==> src/rtl/decryption_arbiter.sv <==
// decryption_arbiter
// Shares one caesar decryption engine between two byte-stream requesters.
// A requester keeps the engine for a whole frame, which its `last` flag closes.
// Arbitration between frames is round-robin. The frame key is latched once,
// at grant time. Each decrypted byte is tagged with the ID of its source.
// A requester that stalls mid-frame for TIMEOUT idle cycles loses the grant,
// and `abort` pulses for one cycle.
//
// Ports
//   clk, rst_n          clock; synchronous reset, active HIGH (rst_n=1 resets)
//   reqK_data/key       requester K ciphertext byte and key (key sampled at grant)
//   reqK_valid/last     requester K byte valid / last byte of frame
//   reqK_ready          requester K byte accepted (combinational)
//   eng_data_i/key      byte and latched frame key to the engine
//   eng_valid_i         engine input strobe (combinational, equals the transfer)
//   eng_busy            engine stall
//   eng_data_o/valid_o  engine plaintext and strobe
//   out_data/valid/id   registered plaintext, valid and source requester
//   abort, abort_id     one-cycle pulse when a grant is revoked by timeout
module decryption_arbiter #(
  parameter int D_WIDTH     = 8,
  parameter int KEY_WIDTH   = 16,
  parameter int ENG_LATENCY = 1,
  parameter int TIMEOUT     = 16
) (
  input  logic                 clk,
  input  logic                 rst_n,
  input  logic [D_WIDTH-1:0]   req0_data,
  input  logic [KEY_WIDTH-1:0] req0_key,
  input  logic                 req0_valid,
  input  logic                 req0_last,
  output logic                 req0_ready,
  input  logic [D_WIDTH-1:0]   req1_data,
  input  logic [KEY_WIDTH-1:0] req1_key,
  input  logic                 req1_valid,
  input  logic                 req1_last,
  output logic                 req1_ready,
  output logic [D_WIDTH-1:0]   eng_data_i,
  output logic [KEY_WIDTH-1:0] eng_key,
  output logic                 eng_valid_i,
  input  logic                 eng_busy,
  input  logic [D_WIDTH-1:0]   eng_data_o,
  input  logic                 eng_valid_o,
  output logic [D_WIDTH-1:0]   out_data,
  output logic                 out_valid,
  output logic                 out_id,
  output logic                 abort,
  output logic                 abort_id
);

  localparam int CNT_W = $clog2(TIMEOUT + 1);

  typedef enum logic [1:0] {IDLE, GRANT0, GRANT1} state_t;

  state_t               state_reg, state_next;
  logic                 rr_last_reg, rr_last_next;
  logic [KEY_WIDTH-1:0] key_reg, key_next;
  logic [CNT_W-1:0]     idle_cnt_reg, idle_cnt_next;
  logic                 abort_reg, abort_next;
  logic                 abort_id_reg, abort_id_next;
  logic                 tag_in;
  logic                 tag_reg [ENG_LATENCY];
  logic [D_WIDTH-1:0]   out_data_reg;
  logic                 out_valid_reg;
  logic                 out_id_reg;

  // Signals of whichever requester currently owns the engine.
  logic               gid;
  logic               sel_valid;
  logic               sel_last;
  logic [D_WIDTH-1:0] sel_data;
  logic               xfer;

  assign gid       = (state_reg == GRANT1);
  assign sel_valid = gid ? req1_valid : req0_valid;
  assign sel_last  = gid ? req1_last  : req0_last;
  assign sel_data  = gid ? req1_data  : req0_data;
  assign xfer      = (state_reg != IDLE) && sel_valid && !eng_busy;
  assign tag_in    = gid;

  always_comb begin
    state_next    = state_reg;
    rr_last_next  = rr_last_reg;
    key_next      = key_reg;
    idle_cnt_next = idle_cnt_reg;
    abort_next    = 1'b0;
    abort_id_next = abort_id_reg;
    req0_ready    = 1'b0;
    req1_ready    = 1'b0;
    eng_valid_i   = 1'b0;
    eng_data_i    = '0;

    case (state_reg)
      IDLE: begin
        // When both requesters are valid, the one that was not served last wins.
        if (req0_valid && (!req1_valid || rr_last_reg)) begin
          state_next    = GRANT0;
          key_next      = req0_key;
          idle_cnt_next = '0;
        end else if (req1_valid) begin
          state_next    = GRANT1;
          key_next      = req1_key;
          idle_cnt_next = '0;
        end
      end
      GRANT0, GRANT1: begin
        req0_ready  = !gid && !eng_busy;
        req1_ready  = gid && !eng_busy;
        eng_valid_i = xfer;
        eng_data_i  = sel_data;
        if (xfer) begin
          idle_cnt_next = '0;
          if (sel_last) begin
            state_next   = IDLE;
            rr_last_next = gid;
          end
        end else if (!sel_valid && !eng_busy) begin
          // Engine stalls are not idleness; only an absent requester counts.
          if (idle_cnt_reg == CNT_W'(TIMEOUT - 1)) begin
            state_next    = IDLE;
            rr_last_next  = gid;
            idle_cnt_next = '0;
            abort_next    = 1'b1;
            abort_id_next = gid;
          end else begin
            idle_cnt_next = idle_cnt_reg + 1'b1;
          end
        end
      end
      default: state_next = IDLE;
    endcase
  end

  always_ff @(posedge clk) begin
    if (rst_n) begin
      state_reg     <= IDLE;
      rr_last_reg   <= 1'b1;
      key_reg       <= '0;
      idle_cnt_reg  <= '0;
      abort_reg     <= 1'b0;
      abort_id_reg  <= 1'b0;
      out_data_reg  <= '0;
      out_valid_reg <= 1'b0;
      out_id_reg    <= 1'b0;
    end else begin
      state_reg     <= state_next;
      rr_last_reg   <= rr_last_next;
      key_reg       <= key_next;
      idle_cnt_reg  <= idle_cnt_next;
      abort_reg     <= abort_next;
      abort_id_reg  <= abort_id_next;
      out_valid_reg <= eng_valid_o;
      out_data_reg  <= eng_valid_o ? eng_data_o : '0;
      out_id_reg    <= eng_valid_o & tag_reg[ENG_LATENCY-1];
    end
  end

  // The tag pipeline runs alongside the engine, so each tag lines up with its plaintext.
  for (genvar gi = 0; gi < ENG_LATENCY; gi++) begin : g_tag
    if (gi == 0) begin : g_head
      always_ff @(posedge clk) begin
        if (rst_n) tag_reg[gi] <= 1'b0;
        else       tag_reg[gi] <= tag_in;
      end
    end else begin : g_body
      always_ff @(posedge clk) begin
        if (rst_n) tag_reg[gi] <= 1'b0;
        else       tag_reg[gi] <= tag_reg[gi-1];
      end
    end
  end

  assign eng_key   = key_reg;
  assign abort     = abort_reg;
  assign abort_id  = abort_id_reg;
  assign out_data  = out_data_reg;
  assign out_valid = out_valid_reg;
  assign out_id    = out_id_reg;

endmodule
==> config.mk <==
export PLATFORM = sky130hd
export DESIGN_NAME = decryption_arbiter
export DESIGN_NICKNAME = d
export VERILOG_FILES = /design/src/rtl/decryption_arbiter.sv
export SDC_FILE = /design/constraint.sdc
export NUM_CORES = 1
export LEC_CHECK = 0
export BUFFER_PORTS_ARGS = -buffer_cell sky130_fd_sc_hd__buf_2
export CORE_UTILIZATION = 25
export DETAILED_ROUTE_END_ITERATION = 8
export SYNTH_ARGS = -nofsm -noshare
export SYNTH_HDL_FRONTEND = slang
export SYNTH_SLANG_ARGS = --single-unit
export TNS_END_PERCENT = 30
==> constraint.sdc <==
create_clock -name clk -period 1.75 [get_ports clk]
set_input_delay 0.0875 -clock clk [delete_from_list [all_inputs] [get_ports clk]]
set_output_delay 0.0875 -clock clk [all_outputs]
set_load 0.05 [all_outputs]
After elaboration in Yosys (flattened, before gate mapping)
Memories as Yosys holds them, arrays and structs flattened.
Cells that the tools add are included.
{"block": "classes", "eq_ne": 8, "div_mod_pow": 0, "n_mul": 0, "shifts": 0, "n_addsub": 1, "reduce_logical": 26, "bitwise_logic": 5, "muxes": 32, "order_cmp": 0}
{"op": "$mux 16", "n": 2}
{"op": "$mux 5", "n": 5}
{"op": "$mux 8", "n": 2}
{"op": "$mux 1", "n": 15}
{"op": "$mux 2", "n": 6}
{"op": "$ne 3x3->1 const B", "n": 4}
{"op": "$reduce_and 4->1", "n": 3}
{"op": "$pmux 5 s2", "n": 1}
{"op": "$reduce_bool 2->1", "n": 5}
{"op": "$logic_and 1x1->1", "n": 6}
{"op": "$add 5x1->5 const B", "n": 1}
{"op": "$eq 5x4->1 const B", "n": 1}
{"op": "$logic_not 1->1", "n": 4}
{"op": "$not 1->1", "n": 4}
{"op": "$pmux 2 s2", "n": 1}
{"op": "$reduce_or 2->1", "n": 2}
{"op": "$reduce_or 4->1", "n": 1}
{"op": "$reduce_and 3->1", "n": 1}
{"op": "$eq 2x1->1 const B", "n": 1}
{"op": "$eq 2x2->1 const B", "n": 1}
{"op": "$logic_not 2->1", "n": 1}
{"op": "$ne 2x2->1 const B", "n": 1}
{"op": "$reduce_and 2->1", "n": 1}
{"op": "$and 1x1->1", "n": 1}
{"op": "2 further kinds", "n": 2}
{"block": "totals", "inputBits": 64, "n_memories": 1, "output_inout_bits": 39, "reg_bits": 36, "ram_bits": 1, "romBits": 0, "latch_bits": 0}
{"memory": "tag_reg", "depth": 1, "word_bits": 1, "rd": 1, "rd_ports_with_merged_regs": 0, "write_ports": 1, "line": "62", "rtl": "logic tag_reg [ENG_LATENCY];"}

Depth between registers and ports, before layout
{"block": "logic_depth", "ltp_word": 7, "ltp_mapped": 8}

Worst setup path before layout
No wires, ideal clock.
{"block": "synth_path", "path_type": "reg-to-output", "from": "reg state_reg[0]", "to": "out eng_valid_i", "setup_slack_ns": -0.288, "required_ns": 1.662, "stages_incl_launch_ff": 6, "path_buffers": 1, "arrival_time_ns": 1.950, "path_cell_list": "dfxtp_1 -> inv_1 -> ha_1 -> buf_6 -> mux2i_1 -> nor3_1"}
{"block": "synth_between", "elab_chain_cells": 5, "elab_cells_between_ends": 8}
{"item": "start: declaration", "line": "55", "rtl": "state_t state_reg, state_next;"}
{"item": "start signal: assignment", "line": "146", "rtl": "state_reg <= state_next;"}
{"item": "$eq 2x2->1 *", "line": "74", "rtl": "assign gid = (state_reg == GRANT1);"}
{"item": "via gid", "line": "68", "rtl": "logic gid;"}
{"item": "$mux 1", "line": "75", "rtl": "assign sel_valid = gid ? req1_valid : req0_valid;"}
{"item": "$logic_and 1x1->1 (2 in series)", "line": "78", "rtl": "assign xfer = (state_reg != IDLE) && sel_valid && !eng_busy;"}
{"item": "$mux 1 *", "line": "93", "rtl": "case (state_reg)"}
{"item": "end: declaration", "line": "40", "rtl": "output logic eng_valid_i,"}
The timed path passes the listed nets; every way through them passes the cells marked *.

Worst setup path after layout
{"block": "layout_path", "from": "reg state_reg[0]", "to": "reg idle_cnt_reg[2]"}
{"block": "layout_between", "elab_chain_cells": 6, "elab_cells_between_ends": 16}
{"item": "$eq 2x2->1 *", "line": "74"}
{"item": "via gid", "line": "68"}
{"item": "$mux 1", "line": "75"}
{"item": "$logic_and 1x1->1 or $logic_not 1->1 (tied branches)", "line": "78, 117"}
{"item": "$logic_and 1x1->1, on equally long branches", "line": "78, 117"}
{"item": "$ne 3x3->1 (no line) or $mux 5 (tied branches)"}
{"item": "$reduce_and 3->1 (no line) or $pmux 5 s2 (tied branches)"}
{"item": "end signal: assignment", "line": "149", "rtl": "idle_cnt_reg <= idle_cnt_next;"}
{"item": "end: declaration", "line": "58", "rtl": "logic [CNT_W-1:0] idle_cnt_reg, idle_cnt_next;"}
Marked as above.
A chain may end at the register's enable or synchronous reset.

==> flow_summary.toml <==
[grt]
grt_pass1_wl_um = 7859
antenna_found_initial = 0
grt_max_degree = 28
gr-usage-all-layers_pct = 12.93
grt_overflow = 0
grt_pass1_vias = 1693

[placement]
hpwlAfterDp_um = 3570
gp_congestion = 0.8163
io_buffers = 102
place_ws_ns = -0.08113
post_dp_cell_area_mm2 = 0.002562

[clock_tree]
cts_inserted_buffers = 5
cts.clk_slew.worst_paths_ns = 0.08
clock_sinks = 37
htreeDepth = 2
cts_root_buf = "clkbuf_8"
clock_latency_ns = 0.29
cts.path.max_buffers = 2
cts_tree = "done"

[critical_path]
cp-start-kind = "flip-flop"
r2r-end = "idle_cnt_reg[2]"
end_kind = "flip-flop"
required_ns = 1.93
cp.arrival_ns = 1.97
rrSetupSlack_ns = -0.04
crit_path_start = "state_reg[0]"
reg2reg_from = "state_reg[0]"
r2r_cells = 6
crit_end = "idle_cnt_reg[2]"
critPathKind = "flip-flop to flip-flop"
path_max_fanout = 3

[yosys]
ys_async_sr_fraction_pct = 0
synth.top_cell.area_share_pct = 40.19
synth_edf_count = 0
synth_area_leaders = "dfxtp_1 (40%), mux2i_1 (16%), a211oi_1 (6.5%), nor2_1 (4.9%), nor2b_1 (4.4%)"
syn_inst = 194
synth_xor_area_share_pct = 0
synth_top_family_by_area = "simple AND/OR/NAND/NOR gates"
synth_top_area_cell = "dfxtp_1"
yosys.area_share.adder_pct = 2.037
synth.distinct_cells = 36
synth_compound_area_share_pct = 15.61
seq_area_frac_synth_pct = 40.19
synth_nets = 261
netlist_area_mm2 = 0.001843
synth.area.mux_share_pct = 17.11
synthFlopType = "dfxtp_1"
synth.avg_cell_area_um2 = 9.500
synth-simple-area-share_pct = 20.30
yosysWarnings = 0
ys_seq_elements = 37

[sta]
clock.fmax_mhz = 558.0
rsz0062_at_grt = "true"
setup_viol_count_final = 1
skew_ns = 0.005807
fin_ws_ns = -0.04223
worst_pin_slew_ns = 0.5384
period_needed_ns = 1.792
slew_violations = 0
hold_viol = 0
timing.slew.headroom_pct = 64.11
min_period_over_period_pct = 102.4

[power_and_ir_drop]
powerDensity_mw_per_mm2 = 1410
fin_total_pwr_mw = 3.958
p_sw_mw = 1.863
intPower_mw = 2.095
peakVddDrop_v = 0.0005729
p_clk_share_pct = 15.0
switching_share_pct = 47.08
p_comb_share_pct = 58.1
share_seq_of_total_power_pct = 26.9
p_leak_nw = 1.292

[drt]
wl_per_cell_um = 11.91
ant_nets = 0
drc_errors = 0
vias_per_cell = 4.386
wirelength_um = 4872
route.vias.total = 1794
drtIter0Drc = 41
firstDrtPassIters = 4

[layout]
nFillCells = 689
postLayoutCellArea_mm2 = 0.002808
fin_nets = 379
n_antenna_cell = 0
drive_above_1_share_pct = 45.69
synthToLayoutAreaGrowth_pct = 52.34
largest_reg_flops = 16

[die]
die_area_mm2 = 0.007719
rows = 30
die_x_um = 87.86
placeableCoreArea_mm2 = 0.006944
start_util_pct = 26.54
die_height_um = 87.86
ios = 103

[outcome]
status = "finished with violations"
violations = "negative setup slack"

[job]
drv_cap = 0

[min_path]
holdCritPathClass = "input port to flip-flop"
[critical path, cell delays in order, from the launching register on]
cell	delay [ns]
dfxtp_2	0.33
inv_2	0.05
ha_4	0.16
mux2_4	0.30
or3_4	0.40
and2_4	0.17
a221o_1	0.29
[cells by family after synthesis]
group                    Yosys count
multiplexers                      31
adder cells (fa/ha/maj)            3
buffers and inverters             20
AND/OR/NAND/NOR                   69
AO/OA/AOI/OAI                     34
flip-flops                        37
[timing repair]
item                                   4_1_cts  5_1_grt
endpoints found under the hold margin        8        0
hold buffers                                 8        0
resized for setup                           11       11
pin swaps                                    4        2
setup endpoints to repair                   13       17
setup buffers                                0        0
cloned                                       0        0
[cell usage after synthesis, drive strengths merged, types with 2 or more instances]
master / n
a2111oi: 2
a211oi: 16
a21oi: 5
and2: 10
buf: 5
clkbuf: 9
dfxtp: 37
ha: 3
inv: 6
mux2i: 30
nand2: 4
nand2b: 5
nand3: 3
nor2: 24
nor2b: 13
nor3: 2
o21ai: 2
o221ai: 2
or3: 2
[worst min-delay path by stage]
stage                       start           to  slack (ns)  cells past startpoint
detailed placement  eng_data_o[5]  out_data[5]        0.29                      2
finish                req0_key[7]   eng_key[7]        0.14                      3
global placement    eng_data_o[5]  out_data[5]        0.29                      2
global route          req0_key[3]   eng_key[3]        0.15                      3
floorplan           eng_data_o[0]  out_data[0]        0.21                      1
CTS                  req0_key[11]  eng_key[11]        0.12                      3
[routing by layer]
layer / share of wire [%] / track usage (%)
met1: 46 / 16.83
met2: 48 / 21.35
met3: 4.8 / 3.299
met4: 0.72 / 3.130
met5: 0 / 0
[power by group through the flow]
stage               combinational [mW]  sequential [mW]  clock [mW]
finish                            2.30             1.07       0.592
detailed placement                2.16             1.08           0
global placement                  2.14             1.08           0
CTS                               2.25             1.07       0.625
floorplan                         1.15             1.50           0
global route                      2.46             1.08       0.662
[cell type report]
type	instances	area (µm²)	area share, %
repair buffers	125	755.7	26.92
clock inverters	3	17.52	0.6239
well taps	96	120.1	4.278
clock buffers	5	68.82	2.451
flip-flops and latches	37	743.2	26.47
multi-input cells	137	1080	38.46
inverters	6	22.52	0.8021
[placed cells by master, fill, tap and decap left out, types with 2 or more instances in the layout]
cell type       n
nor2_1         24
clkbuf_8        5
nand2_1         4
a21oi_1         5
o221ai_1        2
buf_2          95
mux2i_1        28
buf_4          16
nor2b_2         2
dfxtp_2         2
and2_1          9
nand2b_1        5
dlygate4sd3_1   8
nor2b_1        11
a2111oi_4       2
clkinv_2        2
nand3_1         3
buf_6           4
dfxtp_1        35
a211oi_1       16
inv_1           5
ha_1            2
[stage by stage]
stage,hold slack [ns],std cells,TNS [ns],utilization (%)
floorplan,0.2092,194,-1.194,-
global placement,0.2863,393,-0.04791,36.90
detailed placement,0.2909,393,-0.2107,36.90
CTS,0.1239,409,-0.08840,39.87
global route,0.1473,409,-0.3625,40.43
finish,0.1368,409,-0.04223,40.43
Power figures use the tool's default switching activity.
